`src/rtl/inst_fetch_if.sv`:
```
`timescale 1ns/1ps
// Instruction-fetch bus stage: issues PC-register addresses on the SRAM-like bus and keeps in-order fetches in a small queue.
// Optional macro IFETCH_BYPASS_EN lets a head-entry response load IF/ID directly, saving one cycle.
module inst_fetch_if #(
  parameter int MAX_OUTSTANDING = 2,
  parameter int ADDR_W          = 32,
  parameter int DATA_W          = 32
) (
  input  logic              clk,
  input  logic              rst,
  input  logic [ADDR_W-1:0] inst_vaddr_i,
  input  logic [31:0]       excepttype_i,
  input  logic              stall_i,
  input  logic              flush_i,
  output logic              inst_req_o,
  output logic [ADDR_W-1:0] inst_addr_o,
  input  logic              inst_addr_ok_i,
  input  logic              inst_data_ok_i,
  input  logic [DATA_W-1:0] inst_rdata_i,
  output logic              pc_read_ready_o,
  output logic              if_valid_o,
  output logic [ADDR_W-1:0] if_pc_o,
  output logic [DATA_W-1:0] if_inst_o,
  output logic [31:0]       if_excepttype_o
);
  localparam int PW = $clog2(MAX_OUTSTANDING);
  localparam int CW = $clog2(MAX_OUTSTANDING + 1);

  logic [ADDR_W-1:0]          entry_pc   [MAX_OUTSTANDING];
  logic [31:0]                entry_exc  [MAX_OUTSTANDING];
  logic [DATA_W-1:0]          entry_data [MAX_OUTSTANDING];
  logic [MAX_OUTSTANDING-1:0] entry_has_data;
  logic [MAX_OUTSTANDING-1:0] entry_discard;
  logic [MAX_OUTSTANDING-1:0] entry_live;
  logic [PW-1:0]              push_ptr;
  logic [PW-1:0]              pop_ptr;
  logic [PW-1:0]              resp_ptr;
  logic [CW-1:0]              count;
  logic [CW-1:0]              count_next;
  logic full;
  logic exc_fetch;
  logic push;
  logic resp_valid;
  logic resp_fire;
  logic head_has_data;
  logic head_discard;
  logic pop_drop;
  logic pop_load;
  logic bypass;
  logic pop;

  // Slot gi is occupied when its distance from the head is below count.
  generate
    for (genvar gi = 0; gi < MAX_OUTSTANDING; gi++) begin : g_live
      logic [PW-1:0] offset;
      assign offset         = PW'(gi) - pop_ptr;
      assign entry_live[gi] = CW'(offset) < count;
    end
  endgenerate

  // Response target: oldest occupied entry still waiting for its bus data.
  always_comb begin
    resp_valid = 1'b0;
    resp_ptr   = pop_ptr;
    for (int k = MAX_OUTSTANDING - 1; k >= 0; k--) begin
      if (CW'(k) < count && !entry_has_data[pop_ptr + PW'(k)]) begin
        resp_valid = 1'b1;
        resp_ptr   = pop_ptr + PW'(k);
      end
    end
  end

  assign full            = (count == CW'(MAX_OUTSTANDING));
  assign exc_fetch       = (excepttype_i != 32'h0);
  assign inst_req_o      = !full && !exc_fetch;
  assign inst_addr_o     = inst_vaddr_i;
  assign push            = !full && (exc_fetch || inst_addr_ok_i);
  assign pc_read_ready_o = push;
  assign resp_fire       = inst_data_ok_i && resp_valid;
  assign head_has_data   = (count != '0) && entry_has_data[pop_ptr];
  assign head_discard    = entry_discard[pop_ptr];
  assign pop_drop        = head_has_data && (head_discard || flush_i);
  assign pop_load        = head_has_data && !head_discard && !flush_i && !stall_i;
`ifdef IFETCH_BYPASS_EN
  assign bypass = resp_fire && (resp_ptr == pop_ptr) && !head_discard && !stall_i && !flush_i;
`else
  assign bypass = 1'b0;
`endif
  assign pop        = pop_drop || pop_load || bypass;
  assign count_next = count + CW'(push) - CW'(pop);

  always_ff @(posedge clk or negedge rst) begin
    if (!rst) begin
      push_ptr       <= '0;
      pop_ptr        <= '0;
      count          <= '0;
      entry_has_data <= '0;
      entry_discard  <= '0;
      for (int i = 0; i < MAX_OUTSTANDING; i++) begin
        entry_pc[i]   <= '0;
        entry_exc[i]  <= '0;
        entry_data[i] <= '0;
      end
    end else begin
      for (int i = 0; i < MAX_OUTSTANDING; i++) begin
        if (push && push_ptr == PW'(i)) begin
          entry_pc[i]       <= inst_vaddr_i;
          entry_exc[i]      <= excepttype_i;
          entry_data[i]     <= '0;
          entry_has_data[i] <= exc_fetch;
          entry_discard[i]  <= 1'b0;
        end else begin
          if (resp_fire && resp_ptr == PW'(i)) begin
            entry_data[i]     <= inst_rdata_i;
            entry_has_data[i] <= 1'b1;
          end
          // Flushed entries stay queued so their bus responses are still absorbed.
          if (flush_i && entry_live[i]) entry_discard[i] <= 1'b1;
        end
      end
      if (push) push_ptr <= push_ptr + PW'(1);
      if (pop)  pop_ptr  <= pop_ptr + PW'(1);
      count <= count_next;
    end
  end

  always_ff @(posedge clk or negedge rst) begin
    if (!rst) begin
      if_valid_o      <= 1'b0;
      if_pc_o         <= '0;
      if_inst_o       <= '0;
      if_excepttype_o <= '0;
    end else if (bypass) begin
      if_valid_o      <= 1'b1;
      if_pc_o         <= entry_pc[pop_ptr];
      if_inst_o       <= inst_rdata_i;
      if_excepttype_o <= entry_exc[pop_ptr];
    end else if (pop_load) begin
      if_valid_o      <= 1'b1;
      if_pc_o         <= entry_pc[pop_ptr];
      if_inst_o       <= entry_data[pop_ptr];
      if_excepttype_o <= entry_exc[pop_ptr];
    end else if (flush_i || !stall_i) begin
      if_valid_o <= 1'b0;
    end
  end

`ifndef SYNTHESIS
  always @(posedge clk) begin
    if (rst && inst_data_ok_i && !resp_valid)
      $display("inst_fetch_if error: data_ok with no fetch awaiting data at %0t", $time);
  end
`endif

endmodule

```
`config.mk`:
```
export PLATFORM = sky130hd
export DESIGN_NAME = inst_fetch_if
export DESIGN_NICKNAME = d
export VERILOG_FILES = /design/src/rtl/inst_fetch_if.sv
export SDC_FILE = /design/constraint.sdc
export NUM_CORES = 1
export LEC_CHECK = 0
export BUFFER_PORTS_ARGS = -buffer_cell sky130_fd_sc_hd__buf_2
export CAP_MARGIN = 20
export CORE_MARGIN = 4
export CORE_UTILIZATION = 45
export CTS_BUF_LIST = sky130_fd_sc_hd__clkbuf_4
export CTS_CLUSTER_DIAMETER = 30
export DETAILED_ROUTE_END_ITERATION = 10
export GPL_TIMING_DRIVEN = 0
export PLACE_DENSITY = 0.67
export SLEW_MARGIN = 20
export SYNTH_ARGS = -nofsm -noshare
export SYNTH_HDL_FRONTEND = slang
export SYNTH_SLANG_ARGS = --single-unit
export TNS_END_PERCENT = 50
```
`constraint.sdc`:
```
create_clock -name clk -period 3.1 [get_ports clk]
set_input_delay 0.775 -clock clk [delete_from_list [all_inputs] [get_ports clk]]
set_output_delay 0.775 -clock clk [all_outputs]
set_load 0.005 [all_outputs]
```
==> reports/qor.yml <==
run_status:
  outcome: "finished clean"
yosys:
  synth_compound_area_share_pct: 11.0
  yosys.area_share.simple_pct: 7.25
  ys_seq_area_share_pct: 59.2
  synth_fa_ha_area_share_pct: 0.199
  yosys_warnings: 0
  yosys.area_share.xor_xnor_pct: 0.279
  syn_area_per_cell_um2: 12.1
  synth_ff_type: "dfrtp_1"
  synth_edf_count: 0
  muxShareOfSynthArea_pct: 16.9
  synth_cells: 1039
  synth_top_family_by_area: "multiplexers"
  synth_area_um2: 12600
  ys_types: 38
  async_flop_share_pct: 100
  ys_ff_latch: 297
  synth.net_count: 1143
grt:
  grt_max_degree: 102
  grt_pass1_wl_mm: 51.2
  use_met3_pct: 4.59
  grt_antenna_before_repair: 3
  grt-busiest-layer: "met2"
  grt_util_met1_pct: 28.0
  grt_overflow: 0
  grtUsageMet2_pct: 33.4
  track_usage_pct: 20.7
  grt_pass1_vias: 9745
timing:
  clock_skew_ns: 0.0546
  fmax_mhz: 340
  rsz0062_at_grt: "no"
  fin_crit_ns: 2.94
  hold_viol: 0
  worst_pin_slew_ns: 0.781
  fin_ws_ns: 0.156
  setup_tns_ns: 0
  relSlewSlack_pct: 47.9
  slew_viol_final: 0
  timing.final.crit_share_pct: 95.0
  setup_violations: 0
worst_hold_path:
  min_from: "inst_rdata_i[30]"
  min_path_type: "input pin to flip-flop"
setup_path:
  worstPathArrival_ns: 2.17
  crit_type: "input pin to output pin"
  required_ns: 2.32
  path_cells: "buf_2 -> nor4_2 -> nand4_2 -> o31ai_2 -> inv_1 -> buf_2"
  cp-end-kind: "output pin"
  path_max_fanout: 4
  crit_start: "excepttype_i[25]"
  slowest_stage: "nor4_2"
  crit_family: "simple AND/OR/NAND/NOR gates"
  r2r-start: "entry_has_data[0]"
  max_stage_delay_ns: 0.42
  cpMostUsedCell: "buf_2"
  crit_buf_inv: 3
  worstSetupStartpointType: "input pin"
clock_network:
  cts_root_buf: "clkbuf_4"
  insertion_delay_ns: 0.69
  clockBufferDepth: 3
  cts_tree: "built"
  clk_pin_slew_ns: 0.07
  cts_sinks: 297
  cts_buffers: 85
  htreeDepth: 3
die:
  rows: 60
  design.core.area_um2: 27200
  io_pins: 233
  die-area_um2: 30700
  die_w_um: 175
  start_util_pct: 46.2
  dieHeight_um: 175
power:
  static-leakage-power_nw: 7.62
  p_per_area_nw_per_um2: 1040
  ir_worst_vdd_uv: 446
  report.power.total_w: 0.0159
detailed_routing:
  drt_pre_antenna_iters: 5
  ant_nets: 0
  vias: 9137
  detail_route.iter0.violations: 542
  drt-total-wl_mm: 31.6
  drc_errors: 0
  avgRoutedWirePerCell_um: 17.7
  vias_per_cell: 5.11
layout:
  layout_commonest_cell: "dfrtp_1"
  final_util_pct: 56.2
  nNetsFinal: 1468
  layout_common_cells: "297 x dfrtp_1, 254 x buf_2, 165 x nand2_1"
  drive_gt1_share_pct: 35.7
  syn_to_final_growth_pct: 21.5
  final-instance-count-excl-fill: 1787
place:
  routabilityCongestion: 0.755
  pre_cts_ws_ns: -0.216
  hpwlAfterDp_mm: 21.7
  port_buffers: 232
  dp_cells: 1646
job:
  max_cap_violations: 0
[through the flow]
| step | hold WS [ns] | instance area, um^2 |
|---|---|---|
| 6_report | 0.329 | 15300 |
| 5_1_grt | 0.271 | 15300 |
| 4_1_cts | 0.272 | 15300 |
| 3_5_place_dp | 0.465 | 14300 |
| 3_3_place_gp | 0.458 | 14200 |
| 2_1_floorplan | 0.462 | 12600 |
[path summary, 6_finish.rpt]
path,end,slack [ns],cells after the start
hold reg to reg,if_excepttype_o[4],0.47,2
min in group asynchronous,if_excepttype_o[26],0.60,2
setup reg to reg,if_excepttype_o[28],0.64,7
max in group asynchronous,entry_data[29],1.36,4
hold / removal,entry_data[30],0.33,3
setup / recovery,pc_read_ready_o,0.16,6
[cell usage after synthesis (all sizes together) (3+ instances only)]
cell type	number	area share [%]
o31ai	3	0.40
a22o	64	4.5
mux2	65	6.7
nor4	8	0.60
dfrtp	297	59
buf	76	4.2
o21ai	101	4.0
clkbuf	26	0.78
nand2	165	4.9
a21oi	35	1.4
nor2	37	1.1
mux2i	129	10
inv	6	0.18
xnor2	4	0.28
[worst register-to-register path, delay by kind of cell (launching register included)]
kind	cells	cell delay (ns)
DFF	1	0.44
AOI/OAI and AO/OA	2	0.33
buffers and inverters	3	1.21
muxes	1	0.33
and+or+nand+nor	1	0.08
[what timing repair did]
action / in CTS / in global routing
resized for setup: 1 / 1
hold endpoints to repair: 40 / 0
hold buffers: 1 / 0
buffers inserted: 1 / 1
endpoints found under the setup margin: 1 / 2
pin swaps: 1 / 1
[area by class of cell]
class | instances | area (um^2)
antenna | 1 | 2.50
buffer | 102 | 626
clock buffer | 109 | 818
clock inverter | 28 | 128
fill | 2463 | 11900
inverter | 6 | 22.5
multi-input combinational | 634 | 4500
sequential | 297 | 7430
tap | 372 | 465
timing repair buffer | 238 | 1280
[layer usage]
metal / routed length [um] / up-vias / part of all wire (%)
met3: 1520 / 46 / 4.8
met2: 15200 / 239 / 48
met1: 14300 / 4565 / 45
li1: - / 4283 / -
met4: 536 / 4 / 1.7
met5: 28 / - / 0.089
[flip-flops by register name (all words and copies together), names as in the netlist]
name and cells:
pop_ptr 1, if_inst_o 32, entry_discard 2, entry_data 64, count 2, if_excepttype_o 32, entry_pc 64, if_pc_o 32
push_ptr 1, entry_has_data 2, if_valid_o 1, entry_exc 64
[where the power goes]
group / switching [W] / internal, W / leakage [nW] / total [W]
clock network: 0.00158 / 0.00164 / 0.572 / 0.00322
registers: 0.000907 / 0.00558 / 3.77 / 0.00649
logic: 0.00319 / 0.00298 / 3.28 / 0.00617
total: 0.00568 / 0.0102 / 7.62 / 0.0159
[kinds of logic after synthesis]
| kind of cell | Yosys count |
|---|---|
| buf+inv | 108 |
| xor+xnor | 4 |
| mux | 194 |
| fa+ha+maj | 2 |
| simple gates | 221 |
| flops | 297 |
| compound gates | 213 |
(Power assumes the default switching activity.)
